## config.mk

```make
export PLATFORM = sky130hd
export DESIGN_NAME = duck_hit_tracker
export DESIGN_NICKNAME = d
export VERILOG_FILES = /design/src/rtl/duck_hit_tracker.sv
export SDC_FILE = /design/constraint.sdc
export NUM_CORES = 1
export LEC_CHECK = 0
export BUFFER_PORTS_ARGS = -buffer_cell sky130_fd_sc_hd__clkbuf_2
export CAP_MARGIN = 20
export CORE_MARGIN = 2
export CORE_UTILIZATION = 25
export DETAILED_ROUTE_END_ITERATION = 16
export PLACE_DENSITY_LB_ADDON = 0.1
export SYNTH_ARGS = -nofsm -noshare
export SYNTH_HDL_FRONTEND = slang
export SYNTH_SLANG_ARGS = --single-unit
```

## constraint.sdc

```tcl
create_clock -name clk -period 2.44 [get_ports clk]
set_clock_uncertainty 0.15 [all_clocks]
set_input_delay 0.488 -clock clk [delete_from_list [all_inputs] [get_ports clk]]
set_output_delay 0.488 -clock clk [all_outputs]
set_load 0.01 [all_outputs]
```

## src/rtl/duck_hit_tracker.sv

```systemverilog
// duck_hit_tracker: qualifies bullet/duck collisions, sequences the duck
// through fly/hit/fall/respawn and keeps the BCD score and shot count.
module duck_hit_tracker #(
    parameter int SHOTS_PER_ROUND = 3,
    parameter int SHOT_FRAMES     = 8,
    parameter int HIT_FRAMES      = 30
) (
    input  logic        clk,
    input  logic        rst_n,
    input  logic        frame_tick,
    input  logic        fire,
    input  logic        collision,
    input  logic        duck_landed,
    input  logic        duck_escaped,
    output logic [1:0]  duck_state,
    output logic        shot_active,
    output logic [1:0]  shots_left,
    output logic [15:0] score_bcd,
    output logic        hit_pulse,
    output logic        miss_pulse,
    output logic        escape_pulse,
    output logic        respawn
);

    typedef enum logic [1:0] {
        FLYING  = 2'd0,
        HIT     = 2'd1,
        FALLING = 2'd2,
        RESPAWN = 2'd3
    } state_e;

    localparam logic [1:0] SHOTS_INIT = 2'(SHOTS_PER_ROUND);
    localparam logic [7:0] SHOT_LD    = 8'(SHOT_FRAMES);
    localparam logic [7:0] HIT_LD     = 8'(HIT_FRAMES);

    state_e      state_q;
    logic        active_q;
    logic [1:0]  shots_q;
    logic [15:0] score_q;
    logic [15:0] score_d;
    logic [7:0]  shot_cnt_q;
    logic [7:0]  hit_cnt_q;
    logic        hit_q;
    logic        miss_q;
    logic        esc_q;
    logic        resp_q;

    logic hit_w;
    logic miss_w;
    logic esc_w;
    logic fire_ok_w;

    // Saturating four-digit BCD increment with ripple carry between digits.
    function automatic logic [15:0] bcd_inc(input logic [15:0] v);
        logic [15:0] r;
        logic        c;
        r = v;
        c = 1'b1;
        if (v != 16'h9999) begin
            for (int i = 0; i < 4; i++) begin
                if (c) begin
                    if (r[i*4 +: 4] == 4'd9) begin
                        r[i*4 +: 4] = 4'd0;
                    end else begin
                        r[i*4 +: 4] = r[i*4 +: 4] + 4'd1;
                        c = 1'b0;
                    end
                end
            end
        end
        return r;
    endfunction

    assign score_d   = bcd_inc(score_q);
    assign hit_w     = active_q && collision;
    assign miss_w    = active_q && frame_tick && (shot_cnt_q == 8'd1);
    assign esc_w     = duck_escaped || (shots_q == 2'd0 && !active_q);
    assign fire_ok_w = fire && !active_q && (shots_q != 2'd0);

    always_ff @(posedge clk or negedge rst_n) begin
        if (!rst_n) begin
            state_q    <= FLYING;
            active_q   <= 1'b0;
            shots_q    <= SHOTS_INIT;
            score_q    <= 16'h0000;
            shot_cnt_q <= 8'd0;
            hit_cnt_q  <= 8'd0;
            hit_q      <= 1'b0;
            miss_q     <= 1'b0;
            esc_q      <= 1'b0;
            resp_q     <= 1'b0;
        end else begin
            hit_q  <= 1'b0;
            miss_q <= 1'b0;
            esc_q  <= 1'b0;
            resp_q <= 1'b0;
            unique case (state_q)
                FLYING: begin
                    if (hit_w) begin
                        state_q    <= HIT;
                        active_q   <= 1'b0;
                        shot_cnt_q <= 8'd0;
                        hit_q      <= 1'b1;
                        score_q    <= score_d;
                        hit_cnt_q  <= HIT_LD;
                    end else if (miss_w) begin
                        active_q   <= 1'b0;
                        shot_cnt_q <= 8'd0;
                        miss_q     <= 1'b1;
                    end else if (esc_w) begin
                        // A live shot dies with the departing duck.
                        state_q    <= RESPAWN;
                        active_q   <= 1'b0;
                        shot_cnt_q <= 8'd0;
                        esc_q      <= 1'b1;
                        resp_q     <= 1'b1;
                    end else if (fire_ok_w) begin
                        shots_q    <= shots_q - 2'd1;
                        active_q   <= 1'b1;
                        shot_cnt_q <= SHOT_LD;
                    end else if (active_q && frame_tick) begin
                        shot_cnt_q <= shot_cnt_q - 8'd1;
                    end
                end
                HIT: begin
                    if (frame_tick) begin
                        hit_cnt_q <= hit_cnt_q - 8'd1;
                        if (hit_cnt_q == 8'd1) begin
                            state_q <= FALLING;
                        end
                    end
                end
                FALLING: begin
                    if (duck_landed) begin
                        state_q <= RESPAWN;
                        resp_q  <= 1'b1;
                    end
                end
                RESPAWN: begin
                    state_q <= FLYING;
                    shots_q <= SHOTS_INIT;
                end
            endcase
        end
    end

    assign duck_state   = state_q;
    assign shot_active  = active_q;
    assign shots_left   = shots_q;
    assign score_bcd    = score_q;
    assign hit_pulse    = hit_q;
    assign miss_pulse   = miss_q;
    assign escape_pulse = esc_q;
    assign respawn      = resp_q;

endmodule
```

==> results of run 1 <==
## cell usage after synthesis (4+ instances only)
library cell  number  area share [%]
mux2i_1            4             1.8
xor2_1             4             1.6
inv_1             15             2.5
xnor2_1           13             5.1
ha_1               9             5.1
a21oi_1           22             4.9
nand3_1           10             2.2
nor3_1             6             1.3
dfrtp_1           39              44
nand2_1           18             3.0
nor2_1            16             2.7
o21ai_0            7             1.6
a31oi_1            4             1.1
## state kept, by name, indices dropped and copies added, names as in the netlist
register	count
shot_active	1
miss_pulse	1
shot_cnt_q	8
hit_cnt_q	8
shots_left	2
score_bcd	16
duck_state	2
hit_pulse	1
escape_pulse	1
respawn	1
## worst max-delay path: stages, from the launching register on
cell	delay, ns
dfrtp_1	0.42
inv_1	0.08
ha_1	0.21
buf_4	0.20
a21boi_1	0.19
nor2_4	0.13
nand2_1	0.13
or4_2	0.56
nand2_1	0.08
## power groups by stage
stage / clock [mW] / combinational (mW) / sequential (mW)
floorplan: 0 / 0.705 / 1.06
global placement: 0 / 1.05 / 1.08
detailed placement: 0 / 1.03 / 1.07
CTS: 0.688 / 1.03 / 1.06
global route: 0.722 / 1.16 / 1.09
finish: 0.663 / 1.01 / 1.06
## logic make-up after synthesis
| group | share of synthesized area [%] |
|---|---|
| simple gates | 20.67 |
| xor+xnor | 6.685 |
| flops | 46.18 |
| compound gates | 14.38 |
| fa+ha+maj | 5.056 |
| buf+inv | 3.707 |
| mux | 3.315 |
## layout make-up
class / instances / area share (%)
clock inverters: 3 / 2.412
flip-flops and latches: 41 / 38.13
repair buffers: 39 / 8.442
multi-input cells: 162 / 41.37
inverters: 15 / 2.087
clock buffers: 5 / 2.551
well taps: 108 / 5.009
## stage by stage
stage | setup WS [ns] | cell area (um2) | utilization, %
finish | 0.2232 | 2698 | 31.08
global route | 0.08060 | 2698 | 31.08
CTS | 0.2180 | 2698 | 31.08
detailed placement | 0.2371 | 2564 | 29.54
global placement | 0.2670 | 2564 | 29.54
floorplan | 0.2530 | 2227 | -
## per-layer routing
metal / part of all wire [%] / vias to the layer above / GRT usage, %
met5: 0 / - / 0
met4: 1.7 / 0 / 3.899
met3: 2.6 / 8 / 2.577
met2: 49 / 13 / 17.58
met1: 47 / 817 / 13.93
li1: - / 872 / -
## worst paths after layout
path | start | to | depth (start not counted)
setup / recovery | duck_state[0] | hit_cnt_q[6] | 8
hold / removal | rst_n | duck_state[0] | 1
setup reg to reg | duck_state[0] | hit_cnt_q[6] | 8
hold reg to reg | score_bcd[4] | score_bcd[4] | 1
max in group asynchronous | rst_n | shots_left[1] | 2
min in group clk | duck_landed | respawn | 2
## cell usage in the layout, fill, tap and decap left out, types with 2 or more instances in the layout
master     Yosys  routed
nand3_1       10      10
nand2_1       18      18
nand3b_1       2       2
buf_4          3       7
mux2i_1        4       4
a21oi_1       22      22
or3_1          2       2
mux2_2         3       3
nor2_1        16      16
nand4_1        2       2
nand2b_1       2       2
xnor2_1       13      13
o21ai_0        7       7
a31oi_1        4       4
nand4b_1       2       2
dfrtp_1       39      39
bufinv_16      0       2
nor3b_1        2       2
inv_1         15      15
or2_2          2       2
dfstp_2        2       2
clkbuf_2       0      31
xor2_1         4       4
ha_1           9       9
nor3_1         6       6
clkbuf_8       0       5
nor4_1         3       3
==> results.py, run 1 <==
metrics = {
    "synth": {
        "synth_edf_count": 0,
        "ys_seq_elements": 41,
        "seq_area_frac_synth_pct": 46.18,
        "yosysWarnings": 0,
        "synth_area_um2": 2227,
        "netlist_instances": 222,
        "synthFlopType": "dfrtp_1",
        "ys_types": 54,
        "syn_avg_cell_area_um2": 10.03,
        "async_flop_share_pct": 100.0,
        "syn_nets": 238,
    },
    "grt": {
        "first_global_vias": 1770,
        "grt_use_total_pct": 10.78,
        "grt-ovfl-total": 0,
        "antenna_found_initial": 0,
        "grt_first_pass_wirelength_um": 8480,
        "grt_max_degree": 23,
    },
    "routing": {
        "dr_total_vias": 1710,
        "first_iter_violations": 59,
        "wl_per_cell_um": 13.10,
        "ant_nets": 0,
        "drc_errors": 0,
        "drtPass1Iterations": 4,
        "vias_per_cell": 4.584,
        "wl_um": 4888,
    },
    "place": {
        "io_buffers": 31,
        "dpl.hpwl_um": 3645,
        "gp_congestion": 0.8295,
        "placedCellCount": 365,
    },
    "clocking": {
        "clock_latency_ns": 0.29,
        "cts.sinks": 41,
        "postCtsSetupRepairBufs": 0,
        "cts_max_level": 2,
        "clkTransAtPathRegs_ns": 0.09,
        "root_buffer": "clkbuf_8",
        "hold_buffers": 0,
        "cts_buffers": 5,
        "cts_resized": 0,
        "cts_tree": "built",
        "clockBufferDepth": 2,
    },
    "worst_setup_path": {
        "endpoint_kind": "flip-flop",
        "worstPathArrival_ns": 2.30,
        "critPathMaxFanout": 19,
        "crit_type": "flip-flop to flip-flop",
        "cp.required_ns": 2.52,
        "reg2reg_slack_ns": 0.22,
        "cp-start-kind": "flip-flop",
    },
    "power": {
        "power.total_mw": 2.734,
        "combPwrFrac_pct": 37.0,
        "vdd_drop_max_mv": 0.3812,
        "p_seq_share_pct": 38.8,
        "powerDensity_nw_per_um2": 1013,
        "p_int_mw": 1.719,
        "p_leak_nw": 1.207,
        "p_clk_share_pct": 24.3,
        "net-switching-power_mw": 1.014,
        "p_sw_share_pct": 37.10,
    },
    "floorplan": {
        "coreArea_um2": 8678,
        "pin_count": 32,
        "die_x_um": 98.39,
        "rows": 34,
        "start_util_pct": 25.66,
        "die_area_um2": 9680,
        "fp.dieH_um": 98.39,
    },
    "timing": {
        "hold_viol_final": 0,
        "fmax_mhz": 451.1,
        "worst_pin_slew_ns": 0.5513,
        "rsz0062_at_grt": "no",
        "slew_violations": 0,
        "period_share_pct": 90.85,
        "maxSlewHeadroom_pct": 63.25,
        "hold_slack_ns": 0.01454,
        "fin_setup_tns_ns": 0,
        "setup_viol": 0,
        "min_period_ns": 2.217,
    },
    "cells_and_area": {
        "fill_cells": 910,
        "n_antenna_cell": 0,
        "drive_gt1_share_pct": 25.28,
        "fin_nets": 280,
        "regArea_um2": 1028,
        "area_growth_pct": 21.12,
        "multiInputGateArea_um2": 1116,
        "final-instance-count-excl-fill": 373,
    },
    "job": {
        "maxCapViolations": 0,
    },
    "outcome": {
        "outcome": "completed",
    },
    "worst_hold_path": {
        "worstHoldPathType": "input pin to async pin",
    },
}
(Power assumes the default switching activity.)
==> inputs of run 2 (changes only) <==
- BUFFER_PORTS_ARGS: -buffer_cell sky130_fd_sc_hd__clkbuf_2 -> -buffer_cell sky130_fd_sc_hd__buf_2
- CTS_BUF_LIST: unset -> sky130_fd_sc_hd__clkbuf_4 sky130_fd_sc_hd__clkbuf_8 sky130_fd_sc_hd__clkbuf_16
- PLACE_DENSITY_LB_ADDON: 0.1 -> 0.15
==> run 2 against run 1 <==
- maximum frequency decreased by 0.17%
- critical path depth decreased by 2
- clock power decreased by 34%
- first-iteration DRC count decreased by 8.5%
- non-clock buffer count increased by 2
- sequential power about the same
- routed wire length decreased by 4.5%
- critical path type unchanged
- count of clock-buffer cells in the layout unchanged
- sequential share of layout area increased by 0.43 points
- die area unchanged
- largest cell class unchanged
- via count increased by 0.99%
- cell count increased by 0.54%
==> results.py, run 2 (synthesis results as in run 1) <==
metrics = {
    "outcome": {
        "outcome": "completed",
    },
    "floorplan": {
        "coreArea_um2": 8678,
        "fp.dieH_um": 98.39,
        "start_util_pct": 25.66,
        "rows": 34,
        "pin_count": 32,
        "die_x_um": 98.39,
        "die_area_um2": 9680,
    },
    "clocking": {
        "root_buffer": "clkbuf_8",
        "cts_tree": "built",
        "clockBufferDepth": 2,
        "cts_resized": 0,
        "cts_buffers": 5,
        "cts.sinks": 41,
        "cts_max_level": 2,
        "clock_latency_ns": 0.29,
        "clkTransAtPathRegs_ns": 0.08,
    },
    "worst_setup_path": {
        "endpoint_kind": "flip-flop",
        "critPathMaxFanout": 6,
        "path_cells": "inv_1 -> ha_1 -> nand3_1 -> nor4_4 -> and2_2 -> mux2_2",
        "crit_type": "flip-flop to flip-flop",
        "worstPathArrival_ns": 2.25,
        "slowest_delay_ns": 0.44,
        "cp_slowest_cell": "dfrtp_1",
        "critical-path-top-delay-family": "simple AND/OR/NAND/NOR gates",
        "path_buf_inv": 1,
        "cp-start-kind": "flip-flop",
        "cp.required_ns": 2.47,
    },
    "routing": {
        "wl_per_cell_um": 12.44,
        "ant_nets": 0,
        "first_iter_violations": 54,
        "drtPass1Iterations": 4,
        "vias_per_cell": 4.605,
        "dr_total_vias": 1727,
        "drc_errors": 0,
        "wl_um": 4666,
    },
    "grt": {
        "grt_use_total_pct": 10.45,
        "first_global_vias": 1718,
        "grt_first_pass_wirelength_um": 8231,
        "grt_max_degree": 25,
        "antenna_found_initial": 0,
        "grt-ovfl-total": 0,
    },
    "place": {
        "dpl.hpwl_um": 3547,
        "io_buffers": 31,
        "pre_cts_ws_ns": 0.1878,
        "placedCellCount": 366,
        "dpl_cell_area_um2": 2571,
        "gp_congestion": 0.7630,
    },
    "timing": {
        "fin_setup_tns_ns": 0,
        "worst_pin_slew_ns": 0.4717,
        "worst_slack_ns": 0.2195,
        "slew_violations": 0,
        "period_share_pct": 91.00,
        "setup_viol": 0,
        "hold_slack_ns": 0.2739,
        "maxSlewHeadroom_pct": 68.31,
        "hold_viol_final": 0,
        "min_period_ns": 2.220,
        "fmax_mhz": 450.4,
        "rsz0062_at_grt": "no",
    },
    "job": {
        "maxCapViolations": 0,
    },
    "cells_and_area": {
        "area_growth_pct": 19.78,
        "final_common_cell": "dfrtp_1",
        "final_core_util_pct": 30.74,
        "multiInputGateArea_um2": 1116,
        "drive_gt1_share_pct": 25.47,
        "fill_cells": 950,
        "regArea_um2": 1028,
        "fin_nets": 282,
        "final_cell_mix": "dfrtp_1, buf_2, a21oi_1",
        "fin_area_um2": 2668,
        "final-instance-count-excl-fill": 375,
        "n_antenna_cell": 0,
        "largest_reg_flops": 16,
    },
    "power": {
        "vdd_drop_max_mv": 0.3586,
        "powerDensity_nw_per_um2": 939.9,
        "p_leak_nw": 1.203,
        "power.total_mw": 2.507,
    },
    "worst_hold_path": {
        "worstHoldPathType": "input pin to flip-flop",
    },
}
run 2: final timing paths:
kind / startpoint / to / depth (start not counted) / slack (ns)
setup / recovery: duck_state[1] / score_bcd[9] / 6 / 0.22
max in group asynchronous: rst_n / shots_left[1] / 3 / 1.06
hold / removal: duck_landed / respawn / 2 / 0.27
setup reg to reg: duck_state[1] / score_bcd[9] / 6 / 0.22
hold reg to reg: score_bcd[15] / score_bcd[15] / 1 / 0.36
min in group asynchronous: rst_n / duck_state[1] / 2 / 0.53
run 2: final cells by class:
| cell class | instances | area share (%) |
|---|---|---|
| inverter | 15 | 2.111 |
| clock buffer | 5 | 2.580 |
| clock inverter | 3 | 0.6567 |
| timing repair buffer | 41 | 9.193 |
| tap | 108 | 5.066 |
| sequential | 41 | 38.56 |
| multi-input combinational | 162 | 41.84 |
run 2: timing repair:
item / 4_1_cts / 5_1_grt
hold endpoints to repair: 17 / 0
hold buffers: 1 / 0
buffers inserted: 0 / 0
run 2: layer usage:
metal | vias to the layer above | GRT usage, % | part of all wire (%)
met5 | - | 0 | 0
met4 | 0 | 3.793 | 1.7
met3 | 8 | 2.291 | 2.9
met2 | 26 | 16.90 | 48
met1 | 811 | 13.79 | 47
li1 | 882 | - | -
run 2: power breakdown:
group	switching (mW)	internal, mW	total (mW)
clock network	0.242	0.198	0.440
registers	0.198	0.864	1.06
logic	0.552	0.453	1.01
total	0.993	1.51	2.51
